<file path="src/rtl/keypad_scan_ctrl.sv">
// 4x4 matrix keypad scanner: walks a one-cold column drive, locks onto the first pressed key,
// debounces press and release, and hands one hex code per press to a valid/ready consumer.
module keypad_scan_ctrl #(
    parameter int SETTLE_CYCLES   = 4800,
    parameter int DEBOUNCE_CYCLES = 960000
) (
    input  logic       clk,
    input  logic       reset,
    input  logic [3:0] rows_n,
    output logic [3:0] cols_n,
    output logic [3:0] key_code,
    output logic       key_valid,
    input  logic       key_ready,
    output logic       key_held,
    output logic       overrun
);

    localparam int SW = (SETTLE_CYCLES > 1) ? $clog2(SETTLE_CYCLES) : 1;
    localparam int DW = (DEBOUNCE_CYCLES > 1) ? $clog2(DEBOUNCE_CYCLES) : 1;
    localparam logic [SW-1:0] SETTLE_LAST   = SW'(SETTLE_CYCLES - 1);
    localparam logic [DW-1:0] DEBOUNCE_LAST = DW'(DEBOUNCE_CYCLES - 1);

    typedef enum logic [1:0] {
        SCAN,
        DEBOUNCE,
        HELD
    } state_t;

    state_t        state, state_next;
    logic [3:0]    rows_meta, rows_s;
    logic [1:0]    col_idx, col_next;
    logic [1:0]    lock_row, lock_row_next;
    logic [1:0]    low_row;
    logic [SW-1:0] settle_cnt, settle_next;
    logic [DW-1:0] deb_cnt, deb_next;
    logic          locked_low;
    logic          emit;
    logic          accept;

    function automatic logic [3:0] key_map(input logic [1:0] row, input logic [1:0] col);
        logic [3:0] code;
        case ({row, col})
            4'h0: code = 4'h1;
            4'h1: code = 4'h2;
            4'h2: code = 4'h3;
            4'h3: code = 4'hA;
            4'h4: code = 4'h4;
            4'h5: code = 4'h5;
            4'h6: code = 4'h6;
            4'h7: code = 4'hB;
            4'h8: code = 4'h7;
            4'h9: code = 4'h8;
            4'hA: code = 4'h9;
            4'hB: code = 4'hC;
            4'hC: code = 4'hE;
            4'hD: code = 4'h0;
            4'hE: code = 4'hF;
            default: code = 4'hD;
        endcase
        return code;
    endfunction

    // Synchronizer resets to the released level so no phantom press appears after reset.
    always_ff @(posedge clk) begin
        if (reset) begin
            rows_meta <= '1;
            rows_s    <= '1;
        end else begin
            rows_meta <= rows_n;
            rows_s    <= rows_meta;
        end
    end

    always_comb begin
        low_row = 2'd0;
        for (int i = 3; i >= 0; i--) begin
            if (!rows_s[i]) low_row = 2'(i);
        end
    end

    assign locked_low = !rows_s[lock_row];

    always_ff @(posedge clk) begin
        if (reset) begin
            state      <= SCAN;
            col_idx    <= 2'd0;
            lock_row   <= 2'd0;
            settle_cnt <= '0;
            deb_cnt    <= '0;
        end else begin
            state      <= state_next;
            col_idx    <= col_next;
            lock_row   <= lock_row_next;
            settle_cnt <= settle_next;
            deb_cnt    <= deb_next;
        end
    end

    // col_idx stays on the locked column outside SCAN, which keeps the drive frozen there.
    always_comb begin
        state_next    = state;
        col_next      = col_idx;
        lock_row_next = lock_row;
        settle_next   = settle_cnt;
        deb_next      = deb_cnt;
        emit          = 1'b0;
        case (state)
            SCAN: begin
                if (settle_cnt == SETTLE_LAST) begin
                    settle_next = '0;
                    if (rows_s != 4'hF) begin
                        lock_row_next = low_row;
                        deb_next      = '0;
                        state_next    = DEBOUNCE;
                    end else begin
                        col_next = col_idx + 2'd1;
                    end
                end else begin
                    settle_next = settle_cnt + 1'b1;
                end
            end
            DEBOUNCE: begin
                if (!locked_low) begin
                    state_next  = SCAN;
                    col_next    = col_idx + 2'd1;
                    settle_next = '0;
                end else if (deb_cnt == DEBOUNCE_LAST) begin
                    state_next = HELD;
                    deb_next   = '0;
                    emit       = 1'b1;
                end else begin
                    deb_next = deb_cnt + 1'b1;
                end
            end
            HELD: begin
                if (locked_low) begin
                    deb_next = '0;
                end else if (deb_cnt == DEBOUNCE_LAST) begin
                    state_next  = SCAN;
                    col_next    = col_idx + 2'd1;
                    settle_next = '0;
                end else begin
                    deb_next = deb_cnt + 1'b1;
                end
            end
            default: state_next = SCAN;
        endcase
    end

    assign accept = key_valid & key_ready;

    // A consumer accepting in the same cycle frees the slot, so the new press is not an overrun.
    always_ff @(posedge clk) begin
        if (reset) begin
            key_valid <= 1'b0;
            key_code  <= 4'h0;
            overrun   <= 1'b0;
        end else if (emit) begin
            if (!key_valid || accept) begin
                key_valid <= 1'b1;
                key_code  <= key_map(lock_row, col_idx);
            end else begin
                overrun <= 1'b1;
            end
        end else if (accept) begin
            key_valid <= 1'b0;
        end
    end

    assign cols_n   = ~(4'b0001 << col_idx);
    assign key_held = (state != SCAN);

endmodule

</file>
<file path="config.mk">
export PLATFORM = sky130hd
export DESIGN_NAME = keypad_scan_ctrl
export DESIGN_NICKNAME = d
export VERILOG_FILES = /design/src/rtl/keypad_scan_ctrl.sv
export SDC_FILE = /design/constraint.sdc
export NUM_CORES = 1
export LEC_CHECK = 0
export ABC_CLOCK_PERIOD_IN_PS = 1990
export CAP_MARGIN = 20
export CORE_UTILIZATION = 53
export CTS_CLUSTER_DIAMETER = 50
export DETAILED_ROUTE_END_ITERATION = 12
export PLACE_DENSITY_LB_ADDON = 0.15
export SYNTH_ARGS = -nofsm -noshare
export SYNTH_HDL_FRONTEND = slang
export SYNTH_SLANG_ARGS = --single-unit
</file>
<file path="constraint.sdc">
create_clock -name clk -period 1.99 [get_ports clk]
set_input_delay 0.2985 -clock clk [delete_from_list [all_inputs] [get_ports clk]]
set_output_delay 0.2985 -clock clk [all_outputs]
set_load 0.005 [all_outputs]
</file>
# Yosys cells after proc, flatten, opt, wreduce, memory -nomap -nowiden
# Memory sizes are Yosys's and may differ from the RTL's. A register that Yosys moved wholly into a read port is not among the register bits.
# Index checks and enable logic that the tools add are counted.
# word_totals
reg_bits	49
mem_bits_ro	64
output_inout_bits	11
word_cells	84
n_memories	1
# op_classes
add_sub_neg	3
magnitude_cmp	1
n_eq_ne	15
shifts	1
n_mux	37
n_bitwise	3
n_reduce_logical	14
# memory_table
name	words	width	rd	rd_ports_with_merged_regs	wr	line_no	text
(no name shown)	16	4	1	1	0	42	case ({row, col})
# ops
op	count
2-to-1 mux 20 bit	6
case mux 20 bit (3 select lines)	1
2-to-1 mux 13 bit	4
case mux 13 bit (3 select lines)	1
2-to-1 mux 2 bit	15
adder 20 x 1 -> 20 bit, second input constant	1
== test 20 bit, second input constant	1
inequality test 2 bit, second input constant	7
adder 13 x 1 -> 13 bit, second input constant	1
== test 13 bit, second input constant	1
case mux 2 bit (3 select lines)	2
AND reduction 5 bit	2
2-to-1 mux 1 bit	7
inequality test 3 bit, second input constant	2
AND reduction 2 bit	3
AND reduction 6 bit	1
inequality test 4 bit, second input constant	1
inverter 4 bit	1
AND reduction 4 bit	1
nonzero test 2 bit	2
left shift 1 x 2 -> 4 bit, first input constant	1
< comparator 2 x 3 -> 1 bit, second input constant	1
AND reduction 3 bit	1
nonzero test 3 bit	1
10 further kinds	10

# Longest topological paths before layout
# Gate-level depths: netlist of run 1.
# depth
depth_word	6
depth_mapped	9
mapped_depth_nobuf	7

# Least setup slack after synthesis of run 1
# OpenSTA, ideal clock, no wires.
# synth_timing
kind	reg2reg
startpoint	register lock_row[0]
endpoint	register deb_cnt[19]
setup_time_ps	130
arrival_time_ps	2050
required_ps	1860
path_slack_ps	-189
stages_incl_launch_ff	9
path_buffers	2
synth_period_minus_slack_ps	2179
path_cell_list	dfxtp_1 > buf_2 > mux4_2 > and2_4 > nand3_4 > nand3_4 > buf_2 > o41ai_1 > a21oi_1
# synth_between
elab_chain_cells	4
elab_cells_between_ends	7
# synth_lines
element	line_no	text
start, declared	32	logic [1:0] lock_row, lock_row_next;
start signal, assigned	93	lock_row <= lock_row_next;
binary-select mux 1 bit (select 2 bit) (*)	81	assign locked_low = !rows_s[lock_row];
2-to-1 mux 1 bit (implied by the code) (*)	81	
inequality test 3 bit (no source line), or another cell as far along	--	
AND reduction 5 bit (no source line) or case mux 20 bit (3 select lines) (tied branches)	--	
end signal, assigned	95	deb_cnt <= deb_next;
end, declared	35	logic [DW-1:0] deb_cnt, deb_next;
# Mark *: on every way between the ends. The rest lies on a longest branch, timed or not. The select of a mux whose other input is x is not followed.
# A chain may end at the register's enable or synchronous reset.

# Final worst setup path of run 1
# layout_timing
startpoint	register deb_cnt[11]
endpoint	register deb_cnt[10]
# layout_between
elab_chain_cells	4
elab_cells_between_ends	6
# layout_lines
element	line_no	text
== test 20 bit (*)	127, 138	
2-to-1 mux 20 bit	127	end else if (deb_cnt == DEBOUNCE_LAST) begin
2-to-1 mux 20 bit	123	if (!locked_low) begin
case mux 20 bit (3 select lines)	107	case (state)
# Marked as above.

==> reports/results.ini, run 1 <==
[status]
outcome=finished with violations
violations=negative setup slack

[route]
routed_wl_microns=7790
drt_iter0_drc=201
num_vias=2913
drc=0
wl_per_cell_microns=16.0
vias_per_cell=5.98
dr.pass1.iters=4
ant_nets=0

[sta]
clock_skew_ps=13.8
finalHoldViolCount=0
fin_tns_setup_ps=-4200
fin_crit_sh=1.14
relSlewSlack=0.672
finalSetupViolations=36
slew_violations=0
worstMarginPinSlew_ps=486
clock.fmax_mhz=439
min_period_ps=2280
rsz0062_at_grt=yes
worst_slack_ps=-287

[clock_tree]
numClockSinks=53
htreeDepth=2
cts_buffer_depth=2
cts_hold_buf=0
numCtsBuffers=5
insertion_delay_ps=320
cts_tree=done
path_clk_slew_ps=100
cts_root_buf=clkbuf_8

[placed_design]
place_ws_ps=-133
place_area_sq_um=3570
gp_congestion=0.826
hpwl_microns=4710
port_buffers=17

[logic_synthesis]
synth_area_leaders=dfxtp_1, ha_1, a21oi_1
synth_seq_area_share=0.366
synth.distinct_cells=59
ys_warn_count=0
synthDominantCellAreaShare=0.366
synth_area_sq_um=2900
synth-seq-cells=53
synth.largest_area_cell=dfxtp_1
synthCells=338
synthesis.nets=357
synth-edff-count=0
ys_async_sr_fraction=0
synthFlopType=dfxtp_1
synth_area_per_cell_sq_um=8.58
synth.top_cells.by_count=dfxtp_1, nor2_1, a21oi_1, inv_1, nand2_1
synth.most_common_cell=dfxtp_1

[power_and_ir_drop]
internal_power_mw=1.76
switchingPower_mw=0.599
seqPwrFrac=0.468
p_leak_nw=1.60
vdd_drop_max_mv=0.344
pwr-share-clk=0.372
pwr-share-comb=0.160
power.total_mw=2.36
power_density_nw_per_um2=580
power.share.switching=0.253

[worst_setup_path]
cp-end-kind=flop
cp-start-kind=flop
cp.arrival_ps=2490
crit_required_ps=2200
cp_max_fo=3
path_class=reg -> reg

[floorplan]
start_util=0.561
design.core.area_sq_um=5170
die_w_microns=76.0
die-height_microns=76.0
pin_count=18
dieArea_sq_um=5770
core.rowCount=26

[finish]
drive_above_1_share=0.369
fin_util=0.787
fin_nets=435
design_area_sq_um=4070
diodes=0
area_growth_pct=40.4

[flow_run]
drv_cap=0

[grt]
grt_pass1_wl_microns=11500
grt_overflow=0
grt_start_max_net_pins=32
grt_pass1_vias=2505
grt_usage=0.247
antenna_found_initial=0

[min_path]
hold_class=reg -> reg

-- layer usage --
layer / track usage / up-vias / routed length [microns]
li1: - / 1398 / -
met1: 0.315 / 1395 / 3320
met2: 0.411 / 95 / 3840
met3: 0.0467 / 25 / 359
met4: 0.100 / 0 / 269
met5: 0 / - / 0
-- power by group through the flow --
stage	logic (mW)	registers [mW]	clock network, mW
after floorplan	0.180	1.13	0
after global placement	0.301	1.13	0
after detailed placement	0.309	1.13	0
after CTS	0.318	1.10	0.882
after global routing	0.411	1.11	0.929
final	0.379	1.11	0.879
-- worst max-delay path, cell delays in order, from the launching register on --
cell and delay, ps:
dfxtp_2 340, or4b_4 560, nor4_4 240, a21boi_0 240
o21ai_0 460, a2bb2oi_1 270, a21oi_2 70
-- cell type report --
| cell class | instances | area [sq um] |
|---|---|---|
| Sequential cell | 53 | 1070 |
| Timing Repair Buffer | 84 | 731 |
| Tap cell | 70 | 87.6 |
| Clock inverter | 3 | 65.1 |
| Inverter | 23 | 86.3 |
| Fill cell | 331 | 1100 |
| Clock buffer | 5 | 68.8 |
| Multi-Input combinational cell | 249 | 1960 |
-- cell usage in the layout (no fill, tap or decap), types with 5 or more instances in the layout --
cell type and count:
mux2i_1 6, dfxtp_2 8, and3_1 7, o31ai_1 6, a21oi_2 13, clkbuf_8 5, dfxtp_1 44, nand2_1 20
nand3_1 11, buf_4 57, nand4_1 10, nand2b_1 5, buf_6 8, inv_1 23, a21oi_1 13, clkdlybuf4s50_1 16
ha_1 12, or2_2 8, or4_4 6, or3_1 7, a211oi_1 5, nand3_2 5, o21ai_0 11, nor2_1 27
-- stage by stage --
stage / cells / hold WS, ps
after global routing: 487 / 430
after floorplan: 338 / 389
after CTS: 477 / 422
after detailed placement: 466 / 397
after global placement: 466 / 394
final: 487 / 418
-- repair_timing --
item	CTS	global route
cloned	0	2
pin swaps	6	20
setup buffers	3	9
setup endpoints to repair	38	44
resized for setup	18	52
-- registers in the layout, indices dropped and copies added (netlist names) --
signal	cells
col_idx	2
deb_cnt	20
key_code	4
key_valid	1
lock_row	2
overrun	1
rows_meta	4
rows_s	4
settle_cnt	13
state	2
-- logic make-up after synthesis --
kind of cell,count (synthesis),share of synthesized area
simple gates,140,0.289
compound gates,83,0.192
flops,53,0.366
buf+inv,37,0.0505
fa+ha+maj,12,0.0518
mux,8,0.0362
xor+xnor,5,0.0151
-- final timing paths --
path                         endpoint  cells after the start  slack [ps]                startpoint
max          deb_cnt[10]$_SDFFE_PP0P_                      6        -290  deb_cnt[11]$_SDFFE_PP0P_
min              rows_s[0]$_SDFF_PP1_                      1         420   rows_meta[0]$_SDFF_PP1_
max reg2reg  deb_cnt[10]$_SDFFE_PP0P_                      6        -290  deb_cnt[11]$_SDFFE_PP0P_
min reg2reg      rows_s[0]$_SDFF_PP1_                      1         420   rows_meta[0]$_SDFF_PP1_
(Power assumes the default switching activity.)
==> inputs of run 2 (changes only) <==
TNS_END_PERCENT = 1   (was unset)
==> run 2 against run 1 <==
  * Clock skew fell by 7.2 ps
  * Hold slack gained 1.6 ps
  * Global-route usage decreased by 0.69 points
  * First-iteration DRC count is 15% lower
  * Largest power group unchanged
  * The run still ends with negative setup slack left
  * Non-clock buffer count down 6
  * Combinational power down 14%
  * Total power is 15% lower
==> reports/results.ini, run 2 (synthesis results as in run 1) <==
[worst_setup_path]
cp-start-kind=flop
reg2reg_from=lock_row[0]$_SDFFE_PP0P_
path_class=reg -> reg
r2r_end=deb_cnt[17]$_SDFFE_PP0P_
reg2reg_depth=5  ; -1
crit_required_ps=2210  ; about the same
cp.arrival_ps=2460  ; -30 ps
cp_max_fo=7  ; +4
cp-end-kind=flop
r2r_slack_ps=-260  ; +30 ps

[route]
routed_wl_microns=6790  ; -13%
drc=0  ; unchanged
dr.pass1.iters=4  ; unchanged
drt_iter0_drc=171  ; -15%
wl_per_cell_microns=14.1  ; -12%
vias_per_cell=5.83  ; -2.6%
num_vias=2802  ; -3.8%
ant_nets=0  ; unchanged

[power_and_ir_drop]
p_leak_nw=1.48  ; -7.6%
power_density_nw_per_um2=533  ; -8.2%
power.total_mw=2.01  ; -15%
vdd_drop_max_mv=0.371  ; +7.9%

[finish]
fin_nets=429  ; -1.4%
largest_registers=deb_cnt x20, settle_cnt x13
n_fill_cell=398  ; +20%
top_register=deb_cnt
largest_reg_flops=20  ; unchanged
fin_util=0.731  ; -0.0564
layout_commonest_cell=buf_4
area_growth_pct=30.4
drive_above_1_share=0.290  ; -0.0798
diodes=0  ; unchanged
layout_common_cells=buf_4, dfxtp_1, nor2_1
final_cells=481  ; -1.2%

[floorplan]
dieArea_sq_um=5770  ; unchanged
core.rowCount=26  ; unchanged
die-height_microns=76.0  ; unchanged
pin_count=18  ; unchanged
design.core.area_sq_um=5170  ; unchanged
die_w_microns=76.0  ; unchanged
start_util=0.561  ; unchanged

[grt]
grt_usage=0.240  ; -0.00688
grt_pass1_vias=2589  ; +3.4%
grt_start_max_net_pins=21  ; -34%
antenna_found_initial=0  ; unchanged
grt_overflow=0  ; unchanged
grt_pass1_wl_microns=11600  ; +0.84%

[flow_run]
drv_cap=0  ; unchanged

[clock_tree]
insertion_delay_ps=300  ; -20 ps
numCtsBuffers=5  ; unchanged
path_clk_slew_ps=90  ; about the same
numClockSinks=53  ; unchanged
htreeDepth=2  ; unchanged
cts_root_buf=clkbuf_8
cts_buffer_depth=2  ; unchanged
cts_hold_buf=0  ; unchanged
cts_tree=done

[sta]
worstMarginPinSlew_ps=385  ; -101 ps
worst_slack_ps=-258  ; +29.8 ps
clock.fmax_mhz=445  ; +1.3%
relSlewSlack=0.741  ; +0.0683
fin_crit_sh=1.13  ; -0.0150
finalHoldViolCount=0  ; unchanged
finalSetupViolations=23  ; -36%
whs_ps=420  ; +1.60 ps
slew_violations=0  ; unchanged
rsz0062_at_grt=yes
min_period_ps=2250  ; -29.8 ps
clock_skew_ps=6.56  ; -7.22 ps

[placed_design]
gp_congestion=0.818  ; -0.96%
hpwl_microns=4880  ; +3.5%
port_buffers=17  ; unchanged
place_ws_ps=-181  ; -47.7 ps
placed_cells=468  ; +0.43%

[status]
outcome=finished with violations
violations=negative setup slack

[min_path]
worstHoldEndpoint=rows_s[2]$_SDFF_PP1_
hold_class=reg -> reg
hold_start=rows_meta[2]$_SDFF_PP1_
whs_path_depth=1  ; unchanged

[run 2: how the worst max path moves through the flow]
stage	startpoint	end	slack, ps	cells past startpoint
detailed placement	lock_row[0]$_SDFFE_PP0P_	deb_cnt[10]$_SDFFE_PP0P_	-180	6
floorplan	lock_row[0]$_SDFFE_PP0P_	deb_cnt[18]$_SDFFE_PP0P_	-100	7
CTS	lock_row[0]$_SDFFE_PP0P_	deb_cnt[15]$_SDFFE_PP0P_	-130	5
finish	lock_row[0]$_SDFFE_PP0P_	deb_cnt[17]$_SDFFE_PP0P_	-260	5
global route	lock_row[0]$_SDFFE_PP0P_	deb_cnt[17]$_SDFFE_PP0P_	-330	7
global placement	lock_row[0]$_SDFFE_PP0P_	deb_cnt[10]$_SDFFE_PP0P_	-110	6
[run 2: timing repair]
item	4_1_cts	5_1_grt
gates cloned	1	0
setup endpoints to repair	35	44
pin swaps	16	11
resized for setup	7	27
buffers inserted	3	1
hold endpoints to repair	0	0
[run 2: area by class of cell]
| cell class | instances | area, sq um | share of cell area |
|---|---|---|---|
| tap | 70 | 87.6 | 0.0232 |
| inverter | 23 | 86.3 | 0.0228 |
| sequential | 53 | 1070 | 0.283 |
| timing repair buffer | 78 | 639 | 0.169 |
| clock buffer | 6 | 72.6 | 0.0192 |
| clock inverter | 2 | 10.0 | 0.00265 |
| multi-input combinational | 249 | 1820 | 0.480 |
[run 2: worst max-delay path, stage by stage (launching register included)]
cell,delay (ps)
dfxtp_2,350
mux4_2,580
a21oi_4,320
nand3_4,170
or4_1,560
a21oi_1,180
[run 2: metrics by stage]
stage	TNS, ps	area [sq um]
finish	-2350	3780
global route	-5180	3780
CTS	-1340	3690
detailed placement	-2110	3550
global placement	-1240	3550
floorplan	-1350	2930
[run 2: metal layers]
layer,wire (microns),GRT usage
met2,3350,0.408
met3,248,0.0383
met4,87,0.0923
met1,3100,0.305
met5,0,0
[run 2: where the power goes]
group          internal [mW]  switching [mW]  total (mW)
sequential              1.09          0.0179        1.10
combinational          0.156           0.169       0.325
clock                  0.245           0.341       0.586
